## config.mk

```make
export PLATFORM = sky130hd
export DESIGN_NAME = ucode_control_unit_flat
export DESIGN_NICKNAME = d
export VERILOG_FILES = /design/src/rtl/ucode_pkg.sv /design/src/rtl/ucode_control_unit_if.sv /design/src/rtl/ucode_decoder.sv /design/src/rtl/ucode_control_unit.sv /design/src/flat_wrapper.sv
export SDC_FILE = /design/constraint.sdc
export NUM_CORES = 1
export LEC_CHECK = 0
export CAP_MARGIN = 20
export CELL_PAD_IN_SITES_DETAIL_PLACEMENT = 1
export CELL_PAD_IN_SITES_GLOBAL_PLACEMENT = 1
export CORE_MARGIN = 1
export CORE_UTILIZATION = 57
export CTS_CLUSTER_DIAMETER = 30
export DETAILED_ROUTE_END_ITERATION = 10
export HOLD_SLACK_MARGIN = 0.1
export PLACE_DENSITY = 0.93
export SYNTH_ARGS = -nofsm -noshare
export SYNTH_HDL_FRONTEND = slang
export SYNTH_HIERARCHICAL = 1
export SYNTH_SLANG_ARGS = --single-unit
```

## constraint.sdc

```tcl
create_clock -name clk -period 9.2 [get_ports clk]
set_input_delay 2.3 -clock clk [delete_from_list [all_inputs] [get_ports clk]]
set_output_delay 2.3 -clock clk [all_outputs]
set_load 0.02 [all_outputs]
```

## src/rtl/ucode_pkg.sv

```systemverilog
// Shared types and instruction field layout for the microcoded register-file/ALU controller.
// Latency: n/a (types and constant functions only).
// Backpressure: n/a.
package ucode_pkg;

  localparam int OP_W = 3;

  localparam int DEF_REG_ADDR_W = 3;
  localparam int DEF_ALUOP_W    = 2;
  localparam int DEF_PROG_DEPTH = 16;
  localparam int DEF_PC_W       = $clog2(DEF_PROG_DEPTH);

  typedef enum logic [OP_W-1:0] {
    OP_NOP  = 3'd0,
    OP_LDI1 = 3'd1,
    OP_ALU  = 3'd2,
    OP_OUT  = 3'd3,
    OP_BLTE = 3'd4,
    OP_BZ   = 3'd5,
    OP_JMP  = 3'd6,
    OP_HALT = 3'd7
  } op_e;

  typedef enum logic [1:0] {
    ST_IDLE = 2'd0,
    ST_EXEC = 2'd1,
    ST_DONE = 2'd2
  } state_e;

  // Word layout, MSB to LSB: op | waddr | raddr1 | raddr2 | aluop | target
  function automatic int aluop_lsb(input int pc_w);
    return pc_w;
  endfunction

  function automatic int raddr2_lsb(input int reg_addr_w, input int aluop_w, input int pc_w);
    return aluop_lsb(pc_w) + aluop_w + 0 * reg_addr_w;
  endfunction

  function automatic int raddr1_lsb(input int reg_addr_w, input int aluop_w, input int pc_w);
    return raddr2_lsb(reg_addr_w, aluop_w, pc_w) + reg_addr_w;
  endfunction

  function automatic int waddr_lsb(input int reg_addr_w, input int aluop_w, input int pc_w);
    return raddr1_lsb(reg_addr_w, aluop_w, pc_w) + reg_addr_w;
  endfunction

  function automatic int op_lsb(input int reg_addr_w, input int aluop_w, input int pc_w);
    return waddr_lsb(reg_addr_w, aluop_w, pc_w) + reg_addr_w;
  endfunction

  function automatic int instr_width(input int reg_addr_w, input int aluop_w, input int pc_w);
    return op_lsb(reg_addr_w, aluop_w, pc_w) + OP_W;
  endfunction

  localparam int DEF_INSTR_W = instr_width(DEF_REG_ADDR_W, DEF_ALUOP_W, DEF_PC_W);

endpackage

```

## src/rtl/ucode_control_unit_if.sv

```systemverilog
// Control/handshake bundle between a host/datapath and ucode_control_unit; step exists only with UCODE_STEP_EN.
// Latency: n/a (wires only).
// Backpressure: n/a; step (when built) is the only stall input.
interface ucode_control_unit_if
  import ucode_pkg::*;
#(
  parameter int REG_ADDR_W = 3,
  parameter int ALUOP_W    = 2,
  parameter int PROG_DEPTH = 16
);
  localparam int PC_W    = $clog2(PROG_DEPTH);
  localparam int INSTR_W = instr_width(REG_ADDR_W, ALUOP_W, PC_W);

  logic                  start;
  logic                  abort;
  logic                  prog_we;
  logic [PC_W-1:0]       prog_addr;
  logic [INSTR_W-1:0]    prog_wdata;
  logic                  lte;
  logic                  zero;
  logic                  busy;
  logic                  done;
  logic [PC_W-1:0]       pc;
  logic                  RFSrcMuxSel;
  logic [REG_ADDR_W-1:0] RAddr1;
  logic [REG_ADDR_W-1:0] RAddr2;
  logic [REG_ADDR_W-1:0] WAddr;
  logic                  we;
  logic                  OutPortEn;
  logic [ALUOP_W-1:0]    ALUop;

`ifdef UCODE_STEP_EN
  logic                  step;

  modport master (
    output start, abort, prog_we, prog_addr, prog_wdata, lte, zero, step,
    input  busy, done, pc, RFSrcMuxSel, RAddr1, RAddr2, WAddr, we, OutPortEn, ALUop
  );
  modport slave (
    input  start, abort, prog_we, prog_addr, prog_wdata, lte, zero, step,
    output busy, done, pc, RFSrcMuxSel, RAddr1, RAddr2, WAddr, we, OutPortEn, ALUop
  );
`else
  modport master (
    output start, abort, prog_we, prog_addr, prog_wdata, lte, zero,
    input  busy, done, pc, RFSrcMuxSel, RAddr1, RAddr2, WAddr, we, OutPortEn, ALUop
  );
  modport slave (
    input  start, abort, prog_we, prog_addr, prog_wdata, lte, zero,
    output busy, done, pc, RFSrcMuxSel, RAddr1, RAddr2, WAddr, we, OutPortEn, ALUop
  );
`endif

endinterface

```

## src/rtl/ucode_decoder.sv

```systemverilog
// Combinational micro-instruction decode: word + lte/zero flags -> datapath controls, branch, halt.
// Latency: 0 cycles (pure combinational).
// Backpressure: none; the caller gates outputs by FSM state and step.
module ucode_decoder
  import ucode_pkg::*;
#(
  parameter int REG_ADDR_W = 3,
  parameter int ALUOP_W    = 2,
  parameter int PC_W       = 4,
  localparam int INSTR_W   = instr_width(REG_ADDR_W, ALUOP_W, PC_W)
) (
  input  logic [INSTR_W-1:0]    instr,
  input  logic                  lte,
  input  logic                  zero,
  output logic                  RFSrcMuxSel,
  output logic [REG_ADDR_W-1:0] RAddr1,
  output logic [REG_ADDR_W-1:0] RAddr2,
  output logic [REG_ADDR_W-1:0] WAddr,
  output logic                  we,
  output logic                  OutPortEn,
  output logic [ALUOP_W-1:0]    ALUop,
  output logic [PC_W-1:0]       target,
  output logic                  branch_taken,
  output logic                  is_halt
);
  localparam int ALU_LSB = aluop_lsb(PC_W);
  localparam int RA2_LSB = raddr2_lsb(REG_ADDR_W, ALUOP_W, PC_W);
  localparam int RA1_LSB = raddr1_lsb(REG_ADDR_W, ALUOP_W, PC_W);
  localparam int WA_LSB  = waddr_lsb(REG_ADDR_W, ALUOP_W, PC_W);
  localparam int OP_LSB  = op_lsb(REG_ADDR_W, ALUOP_W, PC_W);

  op_e                   op;
  logic [REG_ADDR_W-1:0] f_waddr;
  logic [REG_ADDR_W-1:0] f_raddr1;
  logic [REG_ADDR_W-1:0] f_raddr2;
  logic [ALUOP_W-1:0]    f_aluop;

  assign op       = op_e'(instr[OP_LSB +: OP_W]);
  assign f_waddr  = instr[WA_LSB  +: REG_ADDR_W];
  assign f_raddr1 = instr[RA1_LSB +: REG_ADDR_W];
  assign f_raddr2 = instr[RA2_LSB +: REG_ADDR_W];
  assign f_aluop  = instr[ALU_LSB +: ALUOP_W];
  assign target   = instr[PC_W-1:0];

  // Fields an opcode does not use stay at 0 so the datapath sees clean controls.
  always_comb begin
    RFSrcMuxSel  = 1'b0;
    RAddr1       = '0;
    RAddr2       = '0;
    WAddr        = '0;
    we           = 1'b0;
    OutPortEn    = 1'b0;
    ALUop        = '0;
    branch_taken = 1'b0;
    is_halt      = 1'b0;
    case (op)
      OP_LDI1: begin
        RFSrcMuxSel = 1'b1;
        we          = 1'b1;
        WAddr       = f_waddr;
      end
      OP_ALU: begin
        we     = 1'b1;
        WAddr  = f_waddr;
        RAddr1 = f_raddr1;
        RAddr2 = f_raddr2;
        ALUop  = f_aluop;
      end
      OP_OUT: begin
        OutPortEn = 1'b1;
        RAddr1    = f_raddr1;
      end
      OP_BLTE: begin
        RAddr1       = f_raddr1;
        RAddr2       = f_raddr2;
        branch_taken = lte;
      end
      OP_BZ: begin
        RAddr1       = f_raddr1;
        RAddr2       = f_raddr2;
        ALUop        = f_aluop;
        branch_taken = zero;
      end
      OP_JMP:  branch_taken = 1'b1;
      OP_HALT: is_halt      = 1'b1;
      default: ;
    endcase
  end

endmodule

```

## src/rtl/ucode_control_unit.sv

```systemverilog
// Microcoded register-file/ALU controller: loadable store, one instruction per cycle, start/busy/done/abort; UCODE_STEP_EN adds a step gate.
// Latency: start at edge N drives instruction 0 in cycle N+1; branches take no bubble.
// Backpressure: none by default; with UCODE_STEP_EN an instruction retires only when step=1.
module ucode_control_unit
  import ucode_pkg::*;
#(
  parameter int REG_ADDR_W = 3,
  parameter int ALUOP_W    = 2,
  parameter int PROG_DEPTH = 16
) (
  input logic                clk,
  input logic                reset_n,
  ucode_control_unit_if.slave bus
);
  localparam int PC_W    = $clog2(PROG_DEPTH);
  localparam int INSTR_W = instr_width(REG_ADDR_W, ALUOP_W, PC_W);

  state_e                state;
  logic [PC_W-1:0]       pc;
  logic                  busy_q;
  logic                  done_q;
  logic [INSTR_W-1:0]    store [PROG_DEPTH];
  logic [INSTR_W-1:0]    instr;

  logic                  d_rfsel;
  logic [REG_ADDR_W-1:0] d_raddr1;
  logic [REG_ADDR_W-1:0] d_raddr2;
  logic [REG_ADDR_W-1:0] d_waddr;
  logic                  d_we;
  logic                  d_oe;
  logic [ALUOP_W-1:0]    d_aluop;
  logic [PC_W-1:0]       d_target;
  logic                  d_taken;
  logic                  d_halt;
  logic                  exec;
  logic                  retire;

  // Store has no reset so a program survives reset_n; writes only land while idle.
  always_ff @(posedge clk) begin
    if (bus.prog_we && state == ST_IDLE) begin
      store[bus.prog_addr] <= bus.prog_wdata;
    end
  end

  assign instr = store[pc];

  ucode_decoder #(
    .REG_ADDR_W (REG_ADDR_W),
    .ALUOP_W    (ALUOP_W),
    .PC_W       (PC_W)
  ) u_dec (
    .instr        (instr),
    .lte          (bus.lte),
    .zero         (bus.zero),
    .RFSrcMuxSel  (d_rfsel),
    .RAddr1       (d_raddr1),
    .RAddr2       (d_raddr2),
    .WAddr        (d_waddr),
    .we           (d_we),
    .OutPortEn    (d_oe),
    .ALUop        (d_aluop),
    .target       (d_target),
    .branch_taken (d_taken),
    .is_halt      (d_halt)
  );

  assign exec = (state == ST_EXEC);
`ifdef UCODE_STEP_EN
  assign retire = exec & bus.step;
`else
  assign retire = exec;
`endif

  always_ff @(posedge clk or negedge reset_n) begin
    if (!reset_n) begin
      state  <= ST_IDLE;
      pc     <= '0;
      busy_q <= 1'b0;
      done_q <= 1'b0;
    end else begin
      case (state)
        ST_IDLE: begin
          done_q <= 1'b0;
          if (bus.start) begin
            state  <= ST_EXEC;
            pc     <= '0;
            busy_q <= 1'b1;
          end
        end
        ST_EXEC: begin
          if (bus.abort) begin
            state  <= ST_IDLE;
            pc     <= '0;
            busy_q <= 1'b0;
          end else if (retire) begin
            if (d_halt) begin
              state  <= ST_DONE;
              busy_q <= 1'b0;
              done_q <= 1'b1;
            end else begin
              // pc+1 wraps naturally because PROG_DEPTH is a power of two.
              pc <= d_taken ? d_target : pc + PC_W'(1);
            end
          end
        end
        ST_DONE: begin
          state  <= ST_IDLE;
          done_q <= 1'b0;
        end
        default: begin
          state  <= ST_IDLE;
          busy_q <= 1'b0;
          done_q <= 1'b0;
        end
      endcase
    end
  end

  assign bus.busy        = busy_q;
  assign bus.done        = done_q;
  assign bus.pc          = pc;
  assign bus.RFSrcMuxSel = exec ? d_rfsel  : 1'b0;
  assign bus.RAddr1      = exec ? d_raddr1 : '0;
  assign bus.RAddr2      = exec ? d_raddr2 : '0;
  assign bus.WAddr       = exec ? d_waddr  : '0;
  assign bus.ALUop       = exec ? d_aluop  : '0;
  assign bus.we          = retire & d_we;
  assign bus.OutPortEn   = retire & d_oe;

endmodule

```

## src/flat_wrapper.sv

```systemverilog
// flat-port wrapper written by rule: the top's interface ports become plain ports
module ucode_control_unit_flat import ucode_pkg::*;
#(
  parameter int REG_ADDR_W = 3,
  parameter int ALUOP_W    = 2,
  parameter int PROG_DEPTH = 16
)
  (clk, reset_n, bus_start, bus_abort, bus_prog_we, bus_prog_addr, bus_prog_wdata, bus_lte, bus_zero, bus_busy, bus_done, bus_pc, bus_RFSrcMuxSel, bus_RAddr1, bus_RAddr2, bus_WAddr, bus_we, bus_OutPortEn, bus_ALUop);
  ucode_control_unit_if #(.REG_ADDR_W(REG_ADDR_W), .ALUOP_W(ALUOP_W), .PROG_DEPTH(PROG_DEPTH)) bus_i ();
  input logic clk;
  input logic reset_n;
  input wire logic [$bits(bus_i.start)-1:0] bus_start;
  input wire logic [$bits(bus_i.abort)-1:0] bus_abort;
  input wire logic [$bits(bus_i.prog_we)-1:0] bus_prog_we;
  input wire logic [$bits(bus_i.prog_addr)-1:0] bus_prog_addr;
  input wire logic [$bits(bus_i.prog_wdata)-1:0] bus_prog_wdata;
  input wire logic [$bits(bus_i.lte)-1:0] bus_lte;
  input wire logic [$bits(bus_i.zero)-1:0] bus_zero;
  output wire logic [$bits(bus_i.busy)-1:0] bus_busy;
  output wire logic [$bits(bus_i.done)-1:0] bus_done;
  output wire logic [$bits(bus_i.pc)-1:0] bus_pc;
  output wire logic [$bits(bus_i.RFSrcMuxSel)-1:0] bus_RFSrcMuxSel;
  output wire logic [$bits(bus_i.RAddr1)-1:0] bus_RAddr1;
  output wire logic [$bits(bus_i.RAddr2)-1:0] bus_RAddr2;
  output wire logic [$bits(bus_i.WAddr)-1:0] bus_WAddr;
  output wire logic [$bits(bus_i.we)-1:0] bus_we;
  output wire logic [$bits(bus_i.OutPortEn)-1:0] bus_OutPortEn;
  output wire logic [$bits(bus_i.ALUop)-1:0] bus_ALUop;
  assign bus_i.start = bus_start;
  assign bus_i.abort = bus_abort;
  assign bus_i.prog_we = bus_prog_we;
  assign bus_i.prog_addr = bus_prog_addr;
  assign bus_i.prog_wdata = bus_prog_wdata;
  assign bus_i.lte = bus_lte;
  assign bus_i.zero = bus_zero;
  assign bus_busy = bus_i.busy;
  assign bus_done = bus_i.done;
  assign bus_pc = bus_i.pc;
  assign bus_RFSrcMuxSel = bus_i.RFSrcMuxSel;
  assign bus_RAddr1 = bus_i.RAddr1;
  assign bus_RAddr2 = bus_i.RAddr2;
  assign bus_WAddr = bus_i.WAddr;
  assign bus_we = bus_i.we;
  assign bus_OutPortEn = bus_i.OutPortEn;
  assign bus_ALUop = bus_i.ALUop;
  ucode_control_unit #(.REG_ADDR_W(REG_ADDR_W), .ALUOP_W(ALUOP_W), .PROG_DEPTH(PROG_DEPTH)) u_core (.clk(clk), .reset_n(reset_n), .bus(bus_i));
endmodule
```

==> impl_metrics.json, run 1 <==
{
  "hold_depth": 2,
  "grt_overflow": 0,
  "core_area_um2": 19700,
  "drc": 0,
  "clockPowerShare": 0.408,
  "hold_viol": 0,
  "drive_above_1_share": 0.281,
  "globalRouteMet1Util": 0.449,
  "multi_input_area_um2": 2580,
  "tightest_slew_ns": 1.17,
  "end_kind": "output pin",
  "hold_path_class": "reg -> reg",
  "crit_fanout": 36,
  "finalCritPeriodShare": 0.731,
  "place_area_um2": 12400,
  "grt_pass1_vias": 6709,
  "fmax_ghz": 0.149,
  "tns_ns": 0,
  "post_cts_resized": 0,
  "cp.required_ns": 6.90,
  "drt-pass1-iter-count": 5,
  "synthesis.area_um2": 11600,
  "post_synth_inst_count": 551,
  "top_usage_layer": "met2",
  "boundaryPins": 49,
  "wl_per_cell_um": 34.1,
  "async_flop_share": 0.0270,
  "clockBufferDepth": 3,
  "vias": 6330,
  "slew_viol_final": 0,
  "powerDensity_nw_per_um2": 303,
  "p_switching_mw": 1.23,
  "wirelength_mm": 32.1,
  "setup.worst_path.class": "reg -> out",
  "synth_edf_count": 288,
  "avgViaCountPerCell": 6.72,
  "insertion_delay_ns": 0.54,
  "crit_arrival_ns": 4.43,
  "layout_commonest_cell": "edfxtp_1",
  "worstReg2RegStart": "u_core/bus.pc[1]",
  "post-place-ws_ns": 3.20,
  "swShare": 0.291,
  "clock-sinks": 296,
  "antenna_found_initial": 2,
  "worstRegToRegCells": 7,
  "area_delta_synth_final_pct": 20.7,
  "ys_types": 36,
  "antennaDiodeCount": 0,
  "tritoncts": "done",
  "skew_ns": 0.0183,
  "die_y_um": 145,
  "relSlewSlack": 0.218,
  "fin_area_um2": 14000,
  "status": "finished clean",
  "final_nets": 670,
  "gp_congestion": 0.746,
  "cts_made_buffers": 48,
  "synth_nets": 581,
  "fin_ws_ns": 2.47,
  "leakage_nw": 4.47,
  "seqPwrFrac": 0.377,
  "syn_avg_cell_area_um2": 21.0,
  "rows": 51,
  "start_kind": "register",
  "grt_pass1_wl_mm": 45.7,
  "ant_nets": 0,
  "period_minus_slack_ns": 6.73,
  "grt_util_met3": 0.0745,
  "port_buffers": 48,
  "cts_setup_buffers": 0,
  "path_clk_slew_ns": 0.06,
  "crit_start": "u_core/bus.pc[0]",
  "whs_ns": 0.528,
  "root_buffer": "clkbuf_16",
  "holdBufCountCts": 0,
  "combPwrFrac": 0.215,
  "dieArea_um2": 20900,
  "maxCapViolations": 0,
  "yosysSeqAreaShare": 0.764,
  "grt_start_max_net_pins": 43,
  "place_hpwl_mm": 16.1,
  "dieWidth_um": 145,
  "initial_utilization": 0.587,
  "yosys_most_used_dff": "edfxtp_1",
  "yosys_warnings": 6,
  "met2_usage": 0.516,
  "synth-seq-cells": 296,
  "seq_area_um2": 8850,
  "track_usage": 0.330,
  "ctsHtreeMaxLevel": 2,
  "internal_power_mw": 3.00,
  "setup_viol": 0,
  "rsz0062_at_grt": "false",
  "layout_common_cells": "288 x edfxtp_1, 72 x mux4_2, 49 x clkbuf_16",
  "hp-start": "u_core/bus.done",
  "drt_iter0_markers": 655,
  "ir_drop_mv": 0.231,
  "nFillCells": 1510
}
==> cell families (layout without fill, tap and decap cells) <==
family | count (synthesis) | after routing | share of synthesized area
adder cells (fa/ha/maj) | 1 | 1 | 0.00108
XOR/XNOR | 4 | 4 | 0.00303
AO/OA/AOI/OAI | 53 | 53 | 0.0341
flip-flops | 296 | 296 | 0.764
buffers and inverters | 33 | 159 | 0.0174
multiplexers | 73 | 73 | 0.141
AND/OR/NAND/NOR | 91 | 91 | 0.0394
==> power groups by stage <==
stage	logic (mW)	clock network, mW	registers (mW)
floorplan	0.620	0	1.57
finish	0.911	1.73	1.60
CTS	0.901	1.75	1.60
global placement	0.805	0	1.61
global route	0.954	1.79	1.60
detailed placement	0.858	0	1.62
==> critical path: stages, from the launching register on <==
cell and delay, ns:
dfrtp_4 0.91, mux4_2 0.60, a22oi_1 0.28, nand2_1 0.43
xor2_1 0.58, and2_1 0.23, and2_1 0.16, clkdlybuf4s50_1 0.62
==> cell type report <==
class                           count  area share
Timing Repair Buffer               70      0.0462
Clock buffer                       54      0.0891
Multi-Input combinational cell    222       0.185
Sequential cell                   296       0.633
Inverter                            2    0.000537
Tap cell                          265      0.0237
Clock inverter                     33      0.0223
==> through the flow <==
| stage | cells | power, mW | utilization |
|---|---|---|---|
| after detailed placement | 855 | 2.48 | 0.630 |
| after global placement | 855 | 2.42 | 0.630 |
| after floorplan | 551 | 2.19 | - |
| after CTS | 942 | 4.25 | 0.709 |
| final | 942 | 4.24 | 0.709 |
| after global routing | 942 | 4.35 | 0.709 |
==> worst paths after layout <==
check                           slack (ns)          endpoint
min in group asynchronous             2.03  u_core/bus.pc[0]
worst max register to register        5.18  u_core/bus.pc[1]
worst max-delay path                  2.47     bus_RAddr1[1]
max in group asynchronous             6.87  u_core/bus.pc[1]
worst min register to register        0.53   u_core/bus.done
worst min-delay path                  0.53   u_core/bus.done
==> layer usage <==
layer,routed length (um),part of all wire
met4,1180,0.037
met5,13,0.00041
met1,12100,0.38
met3,2910,0.091
met2,15900,0.49
==> cell usage after synthesis (3+ instances only) <==
cell type  number  share of area
clkbuf_1        5         0.0016
a21boi_1        4         0.0026
nor2b_1         4         0.0022
nor2_1         21         0.0068
mux4_2         72           0.14
buf_2          14         0.0060
dfrtp_1         8          0.017
nor3b_1         3         0.0019
buf_6           5         0.0049
nor3_1          5         0.0022
nand2_1        27         0.0088
a22oi_1        36          0.023
edfxtp_1      288           0.75
a22o_1          4         0.0030
buf_4           6         0.0039
nand2b_1        5         0.0027
and2_1         19          0.010
==> flip-flops by register name, summed over array words and instances (netlist names) <==
name	count
u_core/bus.pc	4
u_core/state	2
u_core/bus.done	1
u_core/bus.busy	1
u_core/store	288
(Power assumes the default switching activity.)
==> run 2: changes to the inputs <==
--- a/config.mk
+++ b/config.mk
@@ -9,11 +9,11 @@
 export CELL_PAD_IN_SITES_DETAIL_PLACEMENT = 1
 export CELL_PAD_IN_SITES_GLOBAL_PLACEMENT = 1
 export CORE_MARGIN = 1
-export CORE_UTILIZATION = 57
+export CORE_UTILIZATION = 53
 export CTS_CLUSTER_DIAMETER = 30
 export DETAILED_ROUTE_END_ITERATION = 10
 export HOLD_SLACK_MARGIN = 0.1
-export PLACE_DENSITY = 0.93
+export PLACE_DENSITY = 0.88
 export SYNTH_ARGS = -nofsm -noshare
 export SYNTH_HDL_FRONTEND = slang
 export SYNTH_HIERARCHICAL = 1
==> constraint.sdc (replaced) <==
create_clock -name clk -period 6.85 [get_ports clk]
set_input_delay 1.7125 -clock clk [delete_from_list [all_inputs] [get_ports clk]]
set_output_delay 1.7125 -clock clk [all_outputs]
set_load 0.02 [all_outputs]
==> run 2 against run 1 <==
Effect of this change:
- sequential power is 34% higher
- cell count up 0.96%
- combinational power up 34%
- critical endpoint is now bus_RAddr2[0]
- largest cell class unchanged
- highest routed layer is now met4
==> impl_metrics.json, run 2 (synthesis gave the netlist of run 1 again) <==
{
  "track_usage": 0.306,
  "p_total_mw": 5.76,
  "crit_chain": "mux4_2 > a22oi_1 > nand2_1 > or3b_4 > a21boi_1 > and2_1 > clkdlybuf4s50_1",
  "post-place-ws_ns": 1.59,
  "relSlewSlack": 0.240,
  "status": "finished clean",
  "slowest_stage": "dfrtp_4",
  "skew_ns": 0.0254,
  "ir_drop_mv": 0.254,
  "clock-sinks": 296,
  "drc": 0,
  "antenna_found_initial": 1,
  "gp_congestion": 0.743,
  "rows": 53,
  "drt_iter0_markers": 725,
  "ant_nets": 0,
  "initial_utilization": 0.546,
  "cp_num_buf_inv": 1,
  "crit_start": "u_core/bus.pc[0]",
  "crit_fanout": 40,
  "tritoncts": "done",
  "path_clk_slew_ns": 0.06,
  "hold_viol": 0,
  "layout_common_cells": "288 x edfxtp_1, 72 x mux4_2, 48 x clkdlybuf4s50_1",
  "reg_top3": "u_core/store: 288 flops, u_core/bus.pc: 4 flops, u_core/state: 2 flops",
  "maxCapViolations": 0,
  "crit_arrival_ns": 4.14,
  "avgViaCountPerCell": 6.63,
  "antennaDiodeCount": 0,
  "core_area_um2": 21200,
  "path_delay_family": "simple AND/OR/NAND/NOR gates",
  "largest_reg_flops": 288,
  "tns_ns": 0,
  "setup_viol": 0,
  "whs_ns": 0.558,
  "dieArea_um2": 22400,
  "fmax_ghz": 0.171,
  "period_minus_slack_ns": 5.85,
  "fin_ws_ns": 1.00,
  "root_buffer": "clkbuf_16",
  "slew_viol_final": 0,
  "top_register": "u_core/store",
  "drive_above_1_share": 0.286,
  "dieWidth_um": 150,
  "powerDensity_nw_per_um2": 411,
  "layout_commonest_cell": "edfxtp_1",
  "die_y_um": 150,
  "grt_pass1_vias": 6652,
  "cp.required_ns": 5.14,
  "place_hpwl_mm": 16.2,
  "cts_setup_buffers": 0,
  "insertion_delay_ns": 0.54,
  "end_kind": "output pin",
  "boundaryPins": 49,
  "setup.worst_path.class": "reg -> out",
  "worstReg2RegStart": "u_core/bus.pc[0]",
  "hold_depth": 2,
  "vias": 6301,
  "final_nets": 670,
  "leakage_nw": 4.50,
  "grt_start_max_net_pins": 41,
  "area_delta_synth_final_pct": 21.2,
  "start_kind": "register",
  "port_buffers": 48,
  "finalCritPeriodShare": 0.854,
  "holdBufCountCts": 0,
  "grt_overflow": 0,
  "cts_made_buffers": 46,
  "rsz0062_at_grt": "false",
  "worstRegToRegCells": 6,
  "hp-start": "u_core/bus.done",
  "clockBufferDepth": 3,
  "slowest_delay_ns": 0.93,
  "wirelength_mm": 32.5,
  "tightest_slew_ns": 1.14,
  "hold_path_class": "reg -> reg",
  "wl_per_cell_um": 34.1,
  "grt_pass1_wl_mm": 46.6,
  "drt-pass1-iter-count": 5,
  "nFillCells": 1690,
  "post_cts_resized": 0,
  "final_core_util": 0.662,
  "ctsHtreeMaxLevel": 2,
  "crit_cells": 7
}
## run 2: cell types whose count changed in the layout (fill, tap and decap cells not counted), sizes merged
cell      delta
clkbuf       -4
buf          +2
clkinv       -4
inv          +4
bufinv       +3
clkinvlp     -2
## run 2: worst min-delay path: cells and delay by family (launching register included)
kind,cells,cell delay [ns]
AND/OR/NAND/NOR,2,0.15
flip-flops,1,0.36
## run 2: layer usage
layer  vias up  routed length, um  track usage
li1       2471                  -            -
met1      3316              11900        0.393
met2       424              16300        0.510
met3        90               2890       0.0631
met4         0               1350        0.133
met5         -                  0            0
## run 2: stage by stage
stage	instance area [um2]	instances
after global routing	14000	951
final	14000	951
after detailed placement	12400	867
after global placement	12400	867
after CTS	14000	951
after floorplan	11600	551
## run 2: final timing paths
check	endpoint	slack, ns
setup / recovery	bus_RAddr2[0]	1.0
hold / removal	u_core/bus.done	0.56
setup reg to reg	u_core/bus.pc[1]	2.90
hold reg to reg	u_core/bus.done	0.56
max in group asynchronous	u_core/bus.pc[0]	5.06
min in group asynchronous	u_core/bus.pc[0]	1.47
## run 2: where the power goes
part           total [mW]  internal [mW]  switching (mW)  leakage (nW)
registers            2.14           2.04          0.0941          2.70
logic                1.22          0.525           0.694          1.04
clock network        2.41           1.54           0.873         0.771
total                5.76           4.10            1.66          4.50
## run 2: cell type report
| cell class | instances | area [um2] | share of cell area |
|---|---|---|---|
| timing repair buffer | 72 | 661 | 0.0470 |
| multi-input combinational | 222 | 2580 | 0.184 |
| clock inverter | 34 | 407 | 0.0290 |
| sequential | 296 | 8850 | 0.630 |
| inverter | 2 | 7.51 | 0.000535 |
| clock buffer | 50 | 1190 | 0.0846 |
| tap | 275 | 344 | 0.0245 |
==> run 3: changes to the inputs <==
--- a/config.mk
+++ b/config.mk
@@ -13,7 +13,7 @@
 export CTS_CLUSTER_DIAMETER = 30
 export DETAILED_ROUTE_END_ITERATION = 10
 export HOLD_SLACK_MARGIN = 0.1
-export PLACE_DENSITY = 0.88
+export PLACE_DENSITY = 0.78
 export SYNTH_ARGS = -nofsm -noshare
 export SYNTH_HDL_FRONTEND = slang
 export SYNTH_HIERARCHICAL = 1
==> run 3 against run 2 <==
Effect of this change:
- global-route usage down 2.0 points
- fmax up 2.8%
- cell count up 0.74%
- final area up 0.83%
- clock power up 4%
- sequential cell count unchanged
- core utilization up 0.55 points
- first-iteration DRC count down 18%
- die area unchanged
- routed wire length down 7.0%
- hold slack worse by 0.048 ns
- combinational power about the same
- largest power group unchanged
- highest routed layer unchanged
==> impl_metrics.json, run 3 (synthesis gave the netlist of run 1 again) <==
{
  "status": "finished clean",
  "ant_nets": 0,
  "hold_viol": 0,
  "initial_utilization": 0.546,
  "worstRegToRegCells": 8,
  "reg_top3": "u_core/store: 288 flops, u_core/bus.pc: 4 flops, u_core/state: 2 flops",
  "crit_chain": "mux4_2 > a22oi_1 > nand2_1 > or3b_4 > a21boi_1 > and2_1 > clkdlybuf4s50_1",
  "slowest_delay_ns": 0.90,
  "path_delay_family": "simple AND/OR/NAND/NOR gates",
  "drive_above_1_share": 0.296,
  "maxCapViolations": 0,
  "cp.required_ns": 5.14,
  "crit_fanout": 35,
  "dieWidth_um": 150,
  "grt_overflow": 0,
  "top_register": "u_core/store",
  "tritoncts": "done",
  "crit_arrival_ns": 3.98,
  "wl_per_cell_um": 31.5,
  "clockBufferDepth": 3,
  "hold_depth": 2,
  "hold_end": "u_core/bus.done",
  "wirelength_mm": 30.2,
  "drt_iter0_markers": 591,
  "grt_pass1_vias": 6613,
  "insertion_delay_ns": 0.54,
  "relSlewSlack": 0.287,
  "hold_path_class": "reg -> reg",
  "grt_pass1_wl_mm": 44.5,
  "layout_common_cells": "288 x edfxtp_1, 72 x mux4_2, 49 x clkbuf_16",
  "final_nets": 674,
  "rsz0062_at_grt": "false",
  "boundaryPins": 49,
  "setup.worst_path.class": "reg -> out",
  "cts_setup_buffers": 0,
  "setup_viol": 0,
  "powerDensity_nw_per_um2": 412,
  "r2r-end": "u_core/bus.pc[1]",
  "track_usage": 0.286,
  "cts_made_buffers": 48,
  "finalCritPeriodShare": 0.831,
  "die_y_um": 150,
  "end_kind": "output pin",
  "fmax_ghz": 0.176,
  "ff2ff_setup_slack_ns": 3.53,
  "layout_commonest_cell": "edfxtp_1",
  "dieArea_um2": 22400,
  "crit_cells": 7,
  "skew_ns": 0.0136,
  "grt_start_max_net_pins": 36,
  "slowest_stage": "dfrtp_4",
  "hp-start": "u_core/bus.done",
  "avgViaCountPerCell": 6.47,
  "core_area_um2": 21200,
  "vias": 6202,
  "path_clk_slew_ns": 0.05,
  "start_kind": "register",
  "seq_area_um2": 8850,
  "slew_viol_final": 0,
  "post_cts_resized": 0,
  "worstReg2RegStart": "u_core/bus.pc[0]",
  "largest_reg_flops": 288,
  "drc": 0,
  "holdBufCountCts": 0,
  "drt-pass1-iter-count": 5,
  "ir_drop_mv": 0.223,
  "tns_ns": 0,
  "period_minus_slack_ns": 5.69,
  "leakage_nw": 4.55,
  "place_inst": 868,
  "antenna_found_initial": 1,
  "final_core_util": 0.667,
  "cp_num_buf_inv": 1,
  "tightest_slew_ns": 1.06,
  "fin_cells": 958,
  "gp_congestion": 0.743,
  "ctsHtreeMaxLevel": 2,
  "clock-sinks": 296,
  "root_buffer": "clkbuf_16",
  "area_delta_synth_final_pct": 22.2,
  "place_hpwl_mm": 17.6,
  "multi_input_area_um2": 2580,
  "rows": 53,
  "nFillCells": 1704,
  "port_buffers": 48
}
[run 3: cell count changes in the layout (fill, tap and decap cells not counted), moves of 2 or more]
cell        change
clkinv_2        +2
inv_8           -2
clkinv_1        -2
clkinvlp_4      +3
clkbuf_16       +2
[run 3: per-stage QoR]
step | hold slack (ns) | cell area (um2) | setup slack [ns] | power, mW
6_report | 0.509 | 14200 | 1.16 | 5.84
3_5_place_dp | 0.499 | 12500 | 1.73 | 3.34
3_3_place_gp | 0.488 | 12500 | 1.78 | 3.29
4_1_cts | 0.511 | 14100 | 1.10 | 5.86
5_1_grt | 0.548 | 14200 | 0.884 | 6.01
2_1_floorplan | 0.500 | 11600 | 2.66 | 2.94
[run 3: worst min-delay path: stages, from the launching register on]
cell	delay (ns)
dfrtp_1	0.34
nor2_1	0.05
nor2_1	0.08
[run 3: how the worst max path moves through the flow]
stage,from,to
6_report,u_core/bus.pc[0],bus_RAddr2[1]
5_1_grt,u_core/bus.pc[0],bus_RAddr2[1]
4_1_cts,u_core/bus.pc[0],bus_WAddr[2]
3_5_place_dp,u_core/bus.pc[0],bus_RAddr2[1]
3_3_place_gp,u_core/bus.pc[0],bus_RAddr2[1]
2_1_floorplan,u_core/bus.pc[0],bus_RAddr2[0]
[run 3: power by group]
group / switching (mW) / leakage [nW] / internal, mW
Clock: 0.875 / 0.808 / 1.62
Combinational: 0.686 / 1.05 / 0.531
Sequential: 0.0815 / 2.70 / 2.04
[run 3: area by class of cell]
type                       count  area share
clock buffer                  51      0.0871
tap                          275      0.0243
antenna                        1    0.000177
clock inverter                37      0.0322
sequential                   296       0.625
timing repair buffer          74      0.0480
multi-input combinational    222       0.182
inverter                       2    0.000530
[run 3: per-layer routing]
metal  routed length [um]  share of wire  GRT usage  up-vias
li1                     -              -          -     2486
met3                 2610          0.086     0.0625       71
met2                15500           0.51      0.478      366
met1                11200           0.37      0.373     3279
met4                  827          0.027      0.102        0
met5                    0              0          0        -
